`src/rtl/prev_frame_store_pkg.sv`:
```
// rtl/prev_frame_store_pkg.sv - shared constants for the frame-difference pipeline
// Holds the pixel width, default frame geometry and the frame pixel-count
// helper used by prev_frame_store and the diff stage.
// Optional feature macro used by the top level: DIFF_FIRST_FRAME_MASK_EN.
package prev_frame_store_pkg;
  localparam int PIX_W      = 8;
  localparam int DEF_H_PIX  = 640;
  localparam int DEF_V_PIX  = 480;
  localparam int DEF_ADDR_W = 19;

  typedef logic [PIX_W-1:0] pix_t;

  function automatic int frame_pix_cnt(input int h_pix, input int v_pix);
    return h_pix * v_pix;
  endfunction
endpackage

```
`src/rtl/prev_frame_store_addr_gen.sv`:
```
// rtl/prev_frame_store_addr_gen.sv - frame start detect, pixel address, overflow and prev_ok
// Ports:
//   sys_clk, sys_rst_n  clock, synchronous active-low reset
//   pre_vsync           frame sync, rising edge starts a frame
//   pre_wr_en           pixel-valid strobe
//   pix_ok              pixel in this cycle is accepted (in range, not in reset)
//   pix_addr            RAM address of the pixel in this cycle
//   prev_ok             previous frame held exactly H_PIX*V_PIX pixels
//   frame_ovf           sticky overflow, cleared at the next frame start
module prev_frame_store_addr_gen
  import prev_frame_store_pkg::*;
#(
  parameter int H_PIX  = DEF_H_PIX,
  parameter int V_PIX  = DEF_V_PIX,
  parameter int ADDR_W = DEF_ADDR_W
) (
  input  logic              sys_clk,
  input  logic              sys_rst_n,
  input  logic              pre_vsync,
  input  logic              pre_wr_en,
  output logic              pix_ok,
  output logic [ADDR_W-1:0] pix_addr,
  output logic              prev_ok,
  output logic              frame_ovf
);
  // One extra bit so the "frame full" value is representable even when
  // 2**ADDR_W equals the frame size exactly.
  localparam int CNT_W = ADDR_W + 1;
  localparam logic [CNT_W-1:0] FRAME_CNT = CNT_W'(frame_pix_cnt(H_PIX, V_PIX));

  logic             vs_d;
  logic             sof;
  logic [CNT_W-1:0] addr;
  logic [CNT_W-1:0] addr_cur;

  // A pixel arriving in the sof cycle already belongs to the new frame.
  always_comb begin
    sof      = pre_vsync & ~vs_d;
    addr_cur = sof ? '0 : addr;
    pix_ok   = sys_rst_n & pre_wr_en & (addr_cur < FRAME_CNT);
    pix_addr = addr_cur[ADDR_W-1:0];
  end

  always_ff @(posedge sys_clk) begin
    if (!sys_rst_n) begin
      vs_d      <= 1'b0;
      addr      <= '0;
      prev_ok   <= 1'b0;
      frame_ovf <= 1'b0;
    end else begin
      vs_d <= pre_vsync;
      if (sof) begin
        prev_ok   <= (addr == FRAME_CNT) && !frame_ovf;
        frame_ovf <= 1'b0;
      end else if (pre_wr_en && !pix_ok) begin
        frame_ovf <= 1'b1;
      end
      if (pix_ok) begin
        addr <= addr_cur + 1'b1;
      end else if (sof) begin
        addr <= '0;
      end
    end
  end
endmodule

```
`src/rtl/prev_frame_store.sv`:
```
// rtl/prev_frame_store.sv - stores current frame in RAM, returns co-located previous-frame pixel
// Ports:
//   sys_clk, sys_rst_n       clock, synchronous active-low reset
//   pre_vsync, pre_wr_en     frame sync and pixel strobe from gray conversion
//   new_pic                  current-frame gray pixel
//   ram_rd_en/addr/data      RAM read port (1 clock read latency)
//   ram_wr_en/addr/data      RAM write port
//   last_pic, last_valid     previous-frame pixel, 1 clock after pre_wr_en
//   prev_ok, frame_ovf       frame status
// Macro DIFF_FIRST_FRAME_MASK_EN: when defined, last_pic echoes the delayed
// new_pic while prev_ok=0 so the diff stage sees zero difference.
module prev_frame_store
  import prev_frame_store_pkg::*;
#(
  parameter int H_PIX  = DEF_H_PIX,
  parameter int V_PIX  = DEF_V_PIX,
  parameter int ADDR_W = DEF_ADDR_W
) (
  input  logic              sys_clk,
  input  logic              sys_rst_n,
  input  logic              pre_vsync,
  input  logic              pre_wr_en,
  input  logic [PIX_W-1:0]  new_pic,
  output logic              ram_rd_en,
  output logic [ADDR_W-1:0] ram_rd_addr,
  input  logic [PIX_W-1:0]  ram_rd_data,
  output logic              ram_wr_en,
  output logic [ADDR_W-1:0] ram_wr_addr,
  output logic [PIX_W-1:0]  ram_wr_data,
  output logic [PIX_W-1:0]  last_pic,
  output logic              last_valid,
  output logic              prev_ok,
  output logic              frame_ovf
);
  logic              pix_ok;
  logic [ADDR_W-1:0] pix_addr;
  pix_t              last_hold;

  prev_frame_store_addr_gen #(
    .H_PIX  (H_PIX),
    .V_PIX  (V_PIX),
    .ADDR_W (ADDR_W)
  ) u_addr_gen (
    .sys_clk   (sys_clk),
    .sys_rst_n (sys_rst_n),
    .pre_vsync (pre_vsync),
    .pre_wr_en (pre_wr_en),
    .pix_ok    (pix_ok),
    .pix_addr  (pix_addr),
    .prev_ok   (prev_ok),
    .frame_ovf (frame_ovf)
  );

  assign ram_rd_en   = pix_ok;
  assign ram_rd_addr = pix_ok ? pix_addr : '0;

  // The write trails the read by one clock, so a same-address slot always
  // reads the old frame's pixel before overwriting it.
  always_ff @(posedge sys_clk) begin
    if (!sys_rst_n) begin
      ram_wr_en   <= 1'b0;
      ram_wr_addr <= '0;
      ram_wr_data <= '0;
      last_hold   <= '0;
    end else begin
      ram_wr_en <= pix_ok;
      if (pix_ok) begin
        ram_wr_addr <= pix_addr;
        ram_wr_data <= new_pic;
      end
      last_hold <= last_pic;
    end
  end

  // ram_wr_en doubles as the registered read strobe: read data is valid
  // exactly in the cycle the matching write is issued.
  always_comb begin
    last_pic = last_hold;
    if (ram_wr_en) begin
`ifdef DIFF_FIRST_FRAME_MASK_EN
      last_pic = prev_ok ? ram_rd_data : ram_wr_data;
`else
      last_pic = ram_rd_data;
`endif
    end
  end

  assign last_valid = ram_wr_en & prev_ok;
endmodule

```
`config.mk`:
```
export PLATFORM = sky130hd
export DESIGN_NAME = prev_frame_store
export DESIGN_NICKNAME = d
export VERILOG_FILES = /design/src/rtl/prev_frame_store_pkg.sv /design/src/rtl/prev_frame_store_addr_gen.sv /design/src/rtl/prev_frame_store.sv
export SDC_FILE = /design/constraint.sdc
export NUM_CORES = 1
export LEC_CHECK = 0
export BUFFER_PORTS_ARGS = -buffer_cell sky130_fd_sc_hd__buf_2
export CORE_MARGIN = 10
export CORE_UTILIZATION = 46
export CTS_CLUSTER_SIZE = 16
export DETAILED_ROUTE_END_ITERATION = 6
export PLACE_DENSITY = 0.78
export SYNTH_ARGS = -nofsm -noshare
export SYNTH_HDL_FRONTEND = slang
export SYNTH_SLANG_ARGS = --single-unit
```
`constraint.sdc`:
```
create_clock -name sys_clk -period 2.3 [get_ports sys_clk]
set_clock_uncertainty 0.1 [all_clocks]
set_input_delay 0.23 -clock sys_clk [delete_from_list [all_inputs] [get_ports sys_clk]]
set_output_delay 0.23 -clock sys_clk [all_outputs]
set_load 0.02 [all_outputs]
```
==> qor.txt <==
====================================================================================================
Placed cell count                                                                                441
Last weighted congestion value of the routability-driven placer                                0.848
Arrival time of the worst setup path                                                         1.93 ns
Antenna Nets Post-Route                                                                            0
CP Buf/Inv Count                                                                                   2
FF+latch count, synth                                                                             59
Mapped Avg Cell Area                                                                       8.91 um^2
Antenna violations before repair                                                                   0
Total wirelength of the detailed-routed design                                               7000 um
Library cell used as clock root buffer                                                  sky130_fd_sc_hd__clkbuf_8
Nets in the synthesized netlist                                                                  320
Adder and majority gate portion of the synthesized area                                      0.00943
PwrDens                                                                                  652 mW/mm^2
Worst R2R Setup Slack                                                                        0.15 ns
Global-route usage over all layers                                                             0.154
Family with the most delay on the worst path                                            compound AO/OA/AOI/OAI gates
Via count of the first global-routing pass                                                      2414
Hold buffer count at CTS                                                                           0
Site row count                                                                                    27
Standard cell core area                                                                 0.00554 mm^2
Minimum clock period after layout                                                            2.26 ns
Die area                                                                                0.00921 mm^2
Setup WS pre-CTS                                                                            0.110 ns
Finished Cell Area                                                                      0.00342 mm^2
Period Utilization, post-route                                                                 0.984
Total power of the final layout                                                              2.23 mW
Commonest cells after routing, fill and taps aside                                      70 x sky130_fd_sc_hd__buf_2, 57 x sky130_fd_sc_hd__dfxtp_1, 45 x sky130_fd_sc_hd__nand2_1
Total setup violations reported at the end of the flow                                             0
Area post-placement                                                                     0.00312 mm^2
Simple-gate portion of the synthesized area                                                    0.305
Cts bufs inserted                                                                                  9
Total of buffers placed on input and output ports                                                 78
Result of the run                                                                       complete, no violations
Max stage delay on crit path                                                                 0.35 ns
Later-pin clock latency in the skew report                                                   0.33 ns
Max-cap check violation count                                                                      0
Post-synthesis sequential area ratio                                                           0.445
Max-slew violations                                                                                0
Total DRC errors in the routed layout                                                              0
Dominant combinational cell family by area after synthesis                              simple AND/OR/NAND/NOR gates
Diode insertion count for antenna repair                                                           0
Slowest CP cell                                                                         sky130_fd_sc_hd__a211o_1
Commonest register cell after synthesis                                                 sky130_fd_sc_hd__dfxtp_1
Area Overhead vs Synth                                                                         28.9%
Util after Layout                                                                              0.618
IO Count                                                                                          79
First-pass DRT Iterations                                                                          4
Chain of cells forming the critical path                                                a211o_1 > a221oi_4 > buf_4 > and3b_2 > buf_2
Class of the worst hold path                                                               in -> reg
Post-synth ARST share                                                                              0
Relative slew margins                                                                          0.702
Synth cell types                                                                                  48
Area fraction in compound gates after synthesis                                                0.134
# clock sinks                                                                                     59
Maximum number of pins on one net before global-route repair                                      40
Number of levels in the clock H-tree                                                               3
Leakage power                                                                                1.53 nW
Post-synthesis xor/xnor area fraction                                                        0.00660
Yosys warning count                                                                                0
Via count                                                                                       2472
Initial cell density of the core                                                               0.479
Worst setup EP type                                                                     primary output
Startpoint Class                                                                            register
Fin cells                                                                                        460
Required time of the worst setup path                                                        1.97 ns
Total overflow reported by the global router                                                       0
Worst Setup Slack, final                                                                   0.0363 ns
Horiz. Die Dim                                                                               96.0 um
Area of the mapped netlist                                                              0.00266 mm^2
Post-detailed-placement half-perimeter wirelength                                            4980 um
Highest Clock Rate                                                                           442 MHz
First-pass GRT wire length                                                                  11500 um
Floorplan die height                                                                         96.0 um
Most common cell after layout, fill and taps aside                                      sky130_fd_sc_hd__buf_2
Per-cell routed wire length                                                                  15.2 um
Worst setup path class                                                                    reg -> out
Multiplexer fraction of the synthesized cell area                                             0.0528
CTS tree                                                                                       built
Final hold vios                                                                                    0
CTS max path bufs                                                                                  2
Worst-Margin Slew                                                                           0.443 ns
Detailed Route Iter0 Violations                                                                  221
Clock-pin slew reported for the worst setup and hold paths after clock tree synthesis        0.07 ns
Number of flops mapped to enable cells by yosys                                                    0
Count of nets after finishing                                                                    405
Share of cells above drive strength 1                                                          0.340
Cell count after synthesis                                                                       298
Critical-path maximum fanout                                                                       5
Worst-case vdd ir drop                                                                        523 uV
Setup repair after global routing missed its margin                                              yes
Via density per instance                                                                        5.37
====================================================================================================
## area by class of cell
class,instances,area [um^2]
Fill cell,510,2120
Inverter,5,23.8
Timing Repair Buffer,91,528
Clock inverter,6,80.1
Multi-Input combinational cell,217,1390
Tap cell,72,90.1
Clock buffer,10,128
Sequential cell,59,1180
## metrics by stage
step / setup TNS [ns] / hold slack, ns
floorplan: 0 / 0.257
global placement: 0 / 0.347
detailed placement: 0 / 0.354
CTS: 0 / 0.0274
global route: -0.0398 / 0.0353
finish: 0 / 0.0456
## timing repair
item	in CTS	in global routing
cloned	1	1
endpoints found under the setup margin	17	17
pin swaps	1	1
hold endpoints to repair	0	0
gates resized for setup	10	13
setup buffers	0	1
## sequential cells by signal, summed over array words and instances, names as in the netlist
| name | count |
|---|---|
| last_hold | 8 |
| ram_wr_addr | 19 |
| ram_wr_data | 8 |
| ram_wr_en | 1 |
| u_addr_gen.addr | 20 |
| u_addr_gen.frame_ovf | 1 |
| u_addr_gen.prev_ok | 1 |
| u_addr_gen.vs_d | 1 |
## logic make-up (layout without fill, tap and decap cells)
| kind of cell | after synthesis | after routing |
|---|---|---|
| simple gates | 148 | 150 |
| flops | 59 | 59 |
| compound gates | 50 | 50 |
| buf+inv | 24 | 112 |
| mux | 13 | 13 |
| fa+ha+maj | 2 | 2 |
| xor+xnor | 2 | 2 |
## path summary, 6_finish.rpt
path / cells past startpoint / endpoint / from
setup / recovery: 5 / ram_rd_addr[9] / u_addr_gen.addr[14]
hold / removal: 3 / ram_wr_data[2] / new_pic[2]
setup reg to reg: 8 / u_addr_gen.addr[16] / u_addr_gen.vs_d
hold reg to reg: 2 / ram_wr_data[3] / ram_wr_data[3]
## synthesized netlist by cell type (2+ instances only)
| cell | number | share of area |
|---|---|---|
| sky130_fd_sc_hd__buf_2 | 5 | 0.0094 |
| sky130_fd_sc_hd__mux2i_1 | 5 | 0.019 |
| sky130_fd_sc_hd__buf_6 | 2 | 0.0085 |
| sky130_fd_sc_hd__inv_1 | 4 | 0.0057 |
| sky130_fd_sc_hd__nand2_1 | 46 | 0.065 |
| sky130_fd_sc_hd__and3_2 | 2 | 0.0057 |
| sky130_fd_sc_hd__nor2b_1 | 16 | 0.038 |
| sky130_fd_sc_hd__and2_1 | 28 | 0.066 |
| sky130_fd_sc_hd__o21ai_0 | 6 | 0.011 |
| sky130_fd_sc_hd__nor2_1 | 6 | 0.0085 |
| sky130_fd_sc_hd__ha_1 | 2 | 0.0094 |
| sky130_fd_sc_hd__o21a_1 | 2 | 0.0057 |
| sky130_fd_sc_hd__nor3_1 | 3 | 0.0057 |
| sky130_fd_sc_hd__or3_1 | 5 | 0.012 |
| sky130_fd_sc_hd__a21oi_1 | 10 | 0.019 |
| sky130_fd_sc_hd__mux2_2 | 8 | 0.034 |
| sky130_fd_sc_hd__and3_1 | 2 | 0.0047 |
| sky130_fd_sc_hd__dfxtp_1 | 59 | 0.44 |
| sky130_fd_sc_hd__or4_1 | 4 | 0.011 |
| sky130_fd_sc_hd__a21boi_0 | 11 | 0.031 |
| sky130_fd_sc_hd__clkbuf_1 | 8 | 0.011 |
| sky130_fd_sc_hd__nor4_1 | 3 | 0.0071 |
| sky130_fd_sc_hd__nand4_1 | 6 | 0.014 |
| sky130_fd_sc_hd__buf_1 | 2 | 0.0028 |
| sky130_fd_sc_hd__nand3_1 | 16 | 0.030 |
| sky130_fd_sc_hd__o31ai_1 | 2 | 0.0057 |
| sky130_fd_sc_hd__a22oi_1 | 14 | 0.040 |
## power by group
| part | internal (mW) | switching [mW] |
|---|---|---|
| Clock | 0.603 | 0.393 |
| Combinational | 0.0744 | 0.111 |
| Sequential | 1.04 | 0.00992 |
| Total | 1.72 | 0.514 |
## worst min-delay path: stages
cell and delay [ns]:
sky130_fd_sc_hd__buf_2 0.09, sky130_fd_sc_hd__nand2_1 0.04, sky130_fd_sc_hd__a21boi_0 0.06
## per-layer routing
metal | vias up | GRT usage | share of wire
met4 | 0 | 0.0749 | 0.013
met2 | 67 | 0.260 | 0.51
met5 | - | 0 | 0
li1 | 1213 | - | -
met1 | 1182 | 0.176 | 0.41
met3 | 10 | 0.0444 | 0.066
(Power assumes the default switching activity.)
